$ cat config.mk
export PLATFORM = sky130hd
export DESIGN_NAME = meter_countdown_ctrl
export DESIGN_NICKNAME = d
export VERILOG_FILES = /design/src/rtl/meter_pkg.sv /design/src/rtl/meter_blink.sv /design/src/rtl/meter_countdown_ctrl.sv
export SDC_FILE = /design/constraint.sdc
export NUM_CORES = 1
export LEC_CHECK = 0
export BUFFER_PORTS_ARGS = -buffer_cell sky130_fd_sc_hd__buf_2
export CAP_MARGIN = 0
export CELL_PAD_IN_SITES_DETAIL_PLACEMENT = 0
export CELL_PAD_IN_SITES_GLOBAL_PLACEMENT = 1
export CORE_UTILIZATION = 46
export CTS_BUF_LIST = sky130_fd_sc_hd__clkbuf_8
export DETAILED_ROUTE_END_ITERATION = 16
export GPL_TIMING_DRIVEN = 1
export HOLD_SLACK_MARGIN = 0.06
export PLACE_DENSITY_LB_ADDON = 0.1
export SYNTH_ARGS = -nofsm -noshare
export SYNTH_HDL_FRONTEND = slang
export SYNTH_HIERARCHICAL = 1
export SYNTH_SLANG_ARGS = --single-unit
$ cat constraint.sdc
create_clock -name clk -period 5.8 [get_ports clk]
set_input_delay 1.16 -clock clk [delete_from_list [all_inputs] [get_ports clk]]
set_output_delay 1.16 -clock clk [all_outputs]
set_load 0.05 [all_outputs]
$ cat src/rtl/meter_pkg.sv
// Shared types and default constants for the parking meter countdown path.
// State encoding matches the 2-bit state output seen by the display logic.
package meter_pkg;

  localparam int unsigned SEC_W = 12;

  typedef enum logic [1:0] {
    ST_EMPTY = 2'b00,
    ST_LOW   = 2'b01,
    ST_RUN   = 2'b10
  } meter_state_t;

  localparam int unsigned DEF_ADD_A      = 60;
  localparam int unsigned DEF_ADD_B      = 120;
  localparam int unsigned DEF_ADD_C      = 180;
  localparam int unsigned DEF_ADD_D      = 300;
  localparam int unsigned DEF_SET_LO     = 10;
  localparam int unsigned DEF_SET_HI     = 205;
  localparam int unsigned DEF_LOW_THRESH = 180;
  localparam int unsigned DEF_MAX_SEC    = 3599;

  function automatic meter_state_t decode_state(input logic [SEC_W-1:0] sec,
                                                input logic [SEC_W-1:0] low_thresh);
    if (sec == '0)            return ST_EMPTY;
    else if (sec < low_thresh) return ST_LOW;
    else                       return ST_RUN;
  endfunction

endpackage

$ cat src/rtl/meter_blink.sv
// Blink gate for the display: steady in RUN, 2 Hz toggle in LOW, 1 Hz toggle in EMPTY.
// One-cycle registered latency; a state change forces the display on and restarts the phase.
module meter_blink
  import meter_pkg::*;
(
  input  logic         clk,
  input  logic         rst_n,
  input  meter_state_t state,
  input  logic         state_chg,
  input  logic         tick_1hz,
  input  logic         tick_2hz,
  output logic         display_on
);

  logic phase;

  // display_on always equals !phase; the phase reg keeps the toggle history.
  always_ff @(posedge clk or negedge rst_n) begin
    if (!rst_n) begin
      phase      <= 1'b0;
      display_on <= 1'b1;
    end else if (state_chg) begin
      phase      <= 1'b0;
      display_on <= 1'b1;
    end else begin
      case (state)
        ST_RUN: begin
          phase      <= 1'b0;
          display_on <= 1'b1;
        end
        ST_LOW: begin
          if (tick_2hz) begin
            phase      <= ~phase;
            display_on <= phase;
          end
        end
        default: begin
          if (tick_1hz) begin
            phase      <= ~phase;
            display_on <= phase;
          end
        end
      endcase
    end
  end

endmodule

$ cat src/rtl/meter_countdown_ctrl.sv
// Remaining-time register for the meter: loads credit, counts down at 1 Hz, saturates at MAX_SEC.
// All outputs registered (1-cycle latency); no backpressure, every pulse is consumed on its cycle.
module meter_countdown_ctrl
  import meter_pkg::*;
#(
  parameter int unsigned ADD_A      = DEF_ADD_A,
  parameter int unsigned ADD_B      = DEF_ADD_B,
  parameter int unsigned ADD_C      = DEF_ADD_C,
  parameter int unsigned ADD_D      = DEF_ADD_D,
  parameter int unsigned SET_LO     = DEF_SET_LO,
  parameter int unsigned SET_HI     = DEF_SET_HI,
  parameter int unsigned LOW_THRESH = DEF_LOW_THRESH,
  parameter int unsigned MAX_SEC    = DEF_MAX_SEC
) (
  input  logic             clk,
  input  logic             rst_n,
  input  logic             tick_1hz,
  input  logic             tick_2hz,
  input  logic             add_a,
  input  logic             add_b,
  input  logic             add_c,
  input  logic             add_d,
  input  logic             set_lo,
  input  logic             set_hi,
  output logic [SEC_W-1:0] sec_count,
  output logic [1:0]       state,
  output logic             expired,
  output logic             display_on
);

  localparam int unsigned CALC_W = 14;

  meter_state_t     state_q;
  meter_state_t     next_state;
  logic [SEC_W-1:0] next_sec;
  logic [CALC_W-1:0] add_sum;
  logic [CALC_W-1:0] raw_sum;
  logic             dec;
  logic             state_chg;

  assign dec = tick_1hz && (sec_count != '0);

  // Worst case is MAX_SEC plus all four credits, so the sum needs headroom past 12 bits.
  always_comb begin
    add_sum = '0;
    if (add_a) add_sum = add_sum + CALC_W'(ADD_A);
    if (add_b) add_sum = add_sum + CALC_W'(ADD_B);
    if (add_c) add_sum = add_sum + CALC_W'(ADD_C);
    if (add_d) add_sum = add_sum + CALC_W'(ADD_D);
    raw_sum = {2'b00, sec_count} - CALC_W'(dec) + add_sum;
  end

  always_comb begin
    next_sec = sec_count;
    if (set_hi) begin
      next_sec = SEC_W'(SET_HI);
    end else if (set_lo) begin
      next_sec = SEC_W'(SET_LO);
    end else if (raw_sum > CALC_W'(MAX_SEC)) begin
      next_sec = SEC_W'(MAX_SEC);
    end else begin
      next_sec = raw_sum[SEC_W-1:0];
    end
  end

  assign next_state = decode_state(next_sec, SEC_W'(LOW_THRESH));
  assign state_chg  = (next_state != state_q);

  always_ff @(posedge clk or negedge rst_n) begin
    if (!rst_n) begin
      sec_count <= '0;
      state_q   <= ST_EMPTY;
      expired   <= 1'b1;
    end else begin
      sec_count <= next_sec;
      state_q   <= next_state;
      expired   <= (next_state == ST_EMPTY);
    end
  end

  assign state = state_q;

  meter_blink u_blink (
    .clk        (clk),
    .rst_n      (rst_n),
    .state      (next_state),
    .state_chg  (state_chg),
    .tick_1hz   (tick_1hz),
    .tick_2hz   (tick_2hz),
    .display_on (display_on)
  );

endmodule

### Word-level counts from Yosys, hierarchy flattened

Cells that the tools add are included.
Widths: inputs -> output; s select.

| operators by class | value |
|---|---|
| reductions and logical operators | 6 |
| $add $sub $neg | 5 |
| mux-type cells | 17 |
| order comparisons | 2 |
| eq/ne operators | 4 |
| bitwise gates (word level) | 1 |

Operators with widths:

| operator | number |
|---|---|
| $mux 14 | 3 |
| $mux 12 | 3 |
| $add 14x14->14 | 1 |
| $add 14x7->14 const B | 1 |
| $add 14x8->14 const B | 1 |
| $add 14x9->14 const B | 1 |
| $gt 14x12->1 const B | 1 |
| $sub 12x1->13 | 1 |
| $logic_not 12->1 | 1 |
| $lt 12x8->1 const B | 1 |
| $reduce_bool 12->1 | 1 |
| $mux 1 | 6 |
| $mux 6 | 1 |
| $mux 2 | 2 |
| $pmux 1 s2 | 2 |
| $reduce_bool 4->1 | 1 |
| $ne 3x3->1 const B | 1 |
| $eq 2x1->1 const B | 1 |
| $eq 2x2->1 const B | 1 |
| $logic_not 2->1 | 1 |
| $ne 2x2->1 | 1 |
| $reduce_and 2->1 | 1 |
| $logic_and 1x1->1 | 1 |
| $not 1->1 | 1 |

| word-level totals | value |
|---|---|
| word-level logic and storage cells | 40 |
| output and inout bits | 16 |
| register bits | 17 |

### Logic depth before layout (Yosys ltp)

| logic depth | value |
|---|---|
| depth in word-level cells | 18 |
| mapped depth | 24 |
| mapped depth without buffers | 23 |

### Cells and area by module

The synthesis kept the hierarchy.

By module, submodules not included:

| module | times used | cells an instance | area each (um^2) |
|---|---|---|---|
| meter_countdown_ctrl | 1 | 211 | 1818.0 |
| meter_blink | 1 | 14 | 151.4 |

### Worst setup path after synthesis

OpenSTA, ideal clock, no wires.

| timing | value |
|---|---|
| path type | input-to-reg |
| start point | input add_a |
| end point | register u_blink.phase |
| arrival | 5.198 ns |
| setup time | 0.125 ns |
| buffers on the path | 1 |
| stages on the path | 23 |
| path slack | 0.477 ns |
| cells stage by stage | inv_1 > ha_1 > ha_1 > inv_1 > a31o_2 > a32oi_1 > nand2_1 > xor2_1 > ha_1 > clkbuf_1 > nand2_1 > o21bai_1 > o31ai_2 > a211oi_1 > a2bb2oi_2 > a21oi_1 > o221a_1 > nor2b_1 > inv_1 > ha_1 > inv_1 > o22ai_4 > mux2_4 |

| between the ends | value |
|---|---|
| longest elaborated chain between the ends | 18 |
| elaborated cells between the ends (all ways) | 24 |

Ends and longest elaborated chain:

| element | RTL line | text |
|---|---|---|
| from (decl) | meter_countdown_ctrl.sv:19 | `input logic add_a,` |
| $mux 6 * | meter_countdown_ctrl.sv:46 | `if (add_a) add_sum = add_sum + CALC_W'(ADD_A);` |
| $add 14x7->14 | meter_countdown_ctrl.sv:47 | `if (add_b) add_sum = add_sum + CALC_W'(ADD_B);` |
| $mux 14 * | meter_countdown_ctrl.sv:47 |  |
| $add 14x8->14 | meter_countdown_ctrl.sv:48 | `if (add_c) add_sum = add_sum + CALC_W'(ADD_C);` |
| $mux 14 * | meter_countdown_ctrl.sv:48 |  |
| $add 14x9->14 | meter_countdown_ctrl.sv:49 | `if (add_d) add_sum = add_sum + CALC_W'(ADD_D);` |
| $mux 14 * | meter_countdown_ctrl.sv:49 |  |
| $add 14x14->14 * | meter_countdown_ctrl.sv:50 | `raw_sum = {2'b00, sec_count} - CALC_W'(dec) + add_sum;` |
| [3 not listed] | n/a |  |
| $mux 12 * | meter_countdown_ctrl.sv:55 | `if (set_hi) begin` |
| $lt 12x8->1 | meter_pkg.sv:25 | `else if (sec < low_thresh) return ST_LOW;` |
| $mux 2 | meter_pkg.sv:25 |  |
| $mux 2 * | meter_pkg.sv:24 | `if (sec == '0) return ST_EMPTY;` |
| named net next_state[0] | meter_countdown_ctrl.sv:34 | `meter_state_t next_state;` |
| $eq 2x1->1, or another cell as far along | meter_blink.sv:26 | `case (state)` |
| $pmux 1 s2, or another cell as far along | meter_blink.sv:26 |  |
| $mux 1 / $reduce_and 2->1 (equally long branches) | n/a |  |
| to (signal assigned) | meter_blink.sv:33 | `phase <= ~phase;` |
| to (signal assigned) | meter_blink.sv:39 | `phase <= ~phase;` |
| to (decl) | meter_blink.sv:15 | `logic phase;` |

The timed path passes the listed nets; every way through them passes the cells marked *.
A chain may end at the register's enable or synchronous reset.

### Worst setup path after layout

Same ends and word-level chain as after synthesis.

==> results.cfg <==
[floorplanning]
fp.dieW_um = 67.43
die_h_um = 67.43
core_area_um2 = 4058
num_rows = 23
io_pins = 26
fp.dieArea_um2 = 4547
start_util = 0.4854

[sta]
finalHoldViolations = 0
drv_slew = 0
rsz0062_at_grt = no
slew_headroom = 0.6128
fmax_mhz = 182.8
setup_viol = 0
period_share = 0.9433
skew_ns = 0.0009918
finalSetupTns_ns = 0
min_period_ns = 5.471
worst_pin_slew_ns = 0.5792

[clock_tree]
clockBufferDepth = 2
cts.htree.levels = 1
cts_tree = yes
cts.sinks = 17
clk_latency_ns = 0.25
clk_pin_slew_worst_paths_ns = 0.06
cts_hold_buf = 0
cts_buffers = 3
clockRootBuffer = clkbuf_8

[synth]
synth_area_leaders = dfrtp_1 (19%), ha_1 (12%), xnor2_1 (5.8%)
synth_cell_types = 65
synth_common_cells = ha_1 (19), nand2_1 (19), nor2_1 (19)
syn_area_um2 = 1969
synth_top_cell_by_area = dfrtp_1
yosysWarnings = 6
avgSynthCellArea_um2 = 8.753
synthArstFlopShare = 1.000
synth_fp_nets = 255
synth_seq_area_share = 0.2173
synth-edff-count = 0
ys_ff_latch = 17
syn_inst = 225
ys.flop_type = dfrtp_1
synth_top_area_frac = 0.1906

[detailed_routing]
antenna_left = 0
routedWlPerCell_um = 14.38
drc_errors = 0
viasPerCell = 5.416
first_iter_violations = 117
dr.pass1.iters = 4
routed_wl_um = 4530
vias = 1706

[worst_setup_path]
path_class = primary input to register
worst_ep_arrival_time_ns = 5.61
max_stage_delay_ns = 0.42
cp-end-kind = register
path_common_cell = inv_1
critPathSlowestCell = fa_1
path_cells = buf_2 > inv_1 > ha_1 > xor2_2 > ha_1 > mux2i_2 > inv_1 > fa_1 > nand2b_1 > a21oi_1 > o22ai_1 > xor2_1 > nand4_1 > a21oi_1 > o221a_1 > nor2b_2 > inv_1 > ha_1 > inv_1 > o22ai_4 > mux2_4
cp_data_required_time_ns = 5.93
crit_fanout = 7
start_kind = primary input

[grt]
grt_pass1_wl_um = 7438
antenna_found_initial = 0
grt.total_usage = 0.2178
grt_pass1_vias = 1572
grt_max_degree = 18
grt.overflow.total = 0

[flow_run]
cap_violations = 0

[final_layout]
fillers = 392
diodes = 0
area_growth_pct = 17.41
postLayoutCoreUtil = 0.5698
nets = 296
drive_gt1_frac = 0.2528

[placement]
port_buffers = 25
dp_hpwl_um = 3700
place.gp.congestion = 0.8386

[power]
ir_drop_v = 0.0002601
p_per_area_nw_per_um2 = 343.2
leakagePower_uw = 0.001076

[outcome]
status = finished clean

[worst_hold_path]
hold_path_class = register to register
-- stage by stage --
stage	std cells	area [µm²]	power [µW]	hold slack [ns]	setup WS, ns
after floorplan	225	1969	557.4	0.5145	0.4772
after global placement	311	2253	704.4	0.5133	0.06575
after detailed placement	311	2253	700.1	0.5170	0.03033
after CTS	315	2298	792.6	0.5268	0.2491
after global routing	315	2312	856.7	0.5641	0.02074
final	315	2312	793.6	0.5178	0.3290
-- cells by family after synthesis --
| family | after synthesis | synth area share |
|---|---|---|
| flip-flops | 17 | 0.2173 |
| XOR/XNOR | 23 | 0.1061 |
| AO/OA/AOI/OAI | 56 | 0.2313 |
| adder cells (fa/ha/maj) | 20 | 0.1309 |
| buffers and inverters | 22 | 0.04256 |
| AND/OR/NAND/NOR | 82 | 0.2433 |
| multiplexers | 5 | 0.02859 |
-- layout make-up --
| cell class | count | area [µm²] | share of cell area |
|---|---|---|---|
| clock buffer | 3 | 41.29 | 0.01786 |
| timing repair buffer | 40 | 237.7 | 0.1028 |
| sequential | 17 | 427.9 | 0.1851 |
| multi-input combinational | 186 | 1471 | 0.6364 |
| inverter | 18 | 67.56 | 0.02922 |
| tap | 50 | 62.56 | 0.02706 |
| clock inverter | 1 | 3.754 | 0.001623 |
-- sequential cells by signal (all words and copies together) (netlist names) --
signal and flops:
state 2, u_blink/display_on 1, sec_count 12, u_blink/phase 1
expired 1
-- power by group --
group          leakage (µW)  switching [µW]  internal, µW  total (µW)
Clock             0.0000269            39.0          46.9        85.9
Sequential         0.000205            32.6           144         176
Combinational      0.000844             320           212         531
-- layer usage --
metal,vias up,global-route usage,share of wire
met5,-,0,0
met4,0,0.05053,0.0040
li1,889,-,-
met1,797,0.3051,0.51
met2,18,0.3625,0.47
met3,2,0.01520,0.017
-- layout by cell type, fill, tap and decap left out, types with 2 or more instances in the layout --
cell / n
dfrtp_1: 15
nand4_1: 3
a21boi_0: 3
mux2i_1: 2
o21ai_0: 2
nand2b_1: 5
buf_2: 25
a21oi_1: 10
a211oi_2: 2
nor4_1: 2
ha_1: 19
xnor2_1: 13
nor3_1: 6
o31ai_1: 3
nor2b_1: 3
a31oi_1: 3
o21bai_1: 2
or3_1: 2
o221a_1: 2
nor3b_1: 3
a22oi_1: 2
xor2_1: 8
o21ai_1: 4
a2bb2oi_1: 2
clkbuf_8: 3
inv_1: 19
nor2_1: 19
and3_1: 4
nand2_1: 19
a21o_1: 4
dfstp_2: 2
xor2_2: 2
buf_4: 15
nand3_1: 3
-- critical path: cells and delay by family --
kind	cells	cell delay [ns]
buffers and inverters	5	0.47
XOR/XNOR	2	0.49
AO/OA/AOI/OAI	5	1.03
multiplexers	2	0.51
adder cells (fa/ha/maj)	4	1.37
AND/OR/NAND/NOR	3	0.58
-- final timing paths --
path / start / end / slack, ns / depth (start not counted)
worst max-delay path: add_a / u_blink/phase / 0.33 / 21
worst min-delay path: u_blink/display_on / u_blink/display_on / 0.52 / 2
worst max register to register: sec_count[6] / u_blink/phase / 0.55 / 23
worst min register to register: u_blink/display_on / u_blink/display_on / 0.52 / 2
max in group asynchronous: rst_n / expired / 4.65 / 1
min in group asynchronous: rst_n / sec_count[0] / 0.83 / 1
-- repair_timing --
action | CTS | global route
setup buffers | 0 | 0
endpoints found under the hold margin | 0 | 0
endpoints found under the setup margin | 0 | 2
gates resized for setup | 0 | 3
Note: power is estimated with default switching activity, not from simulation.
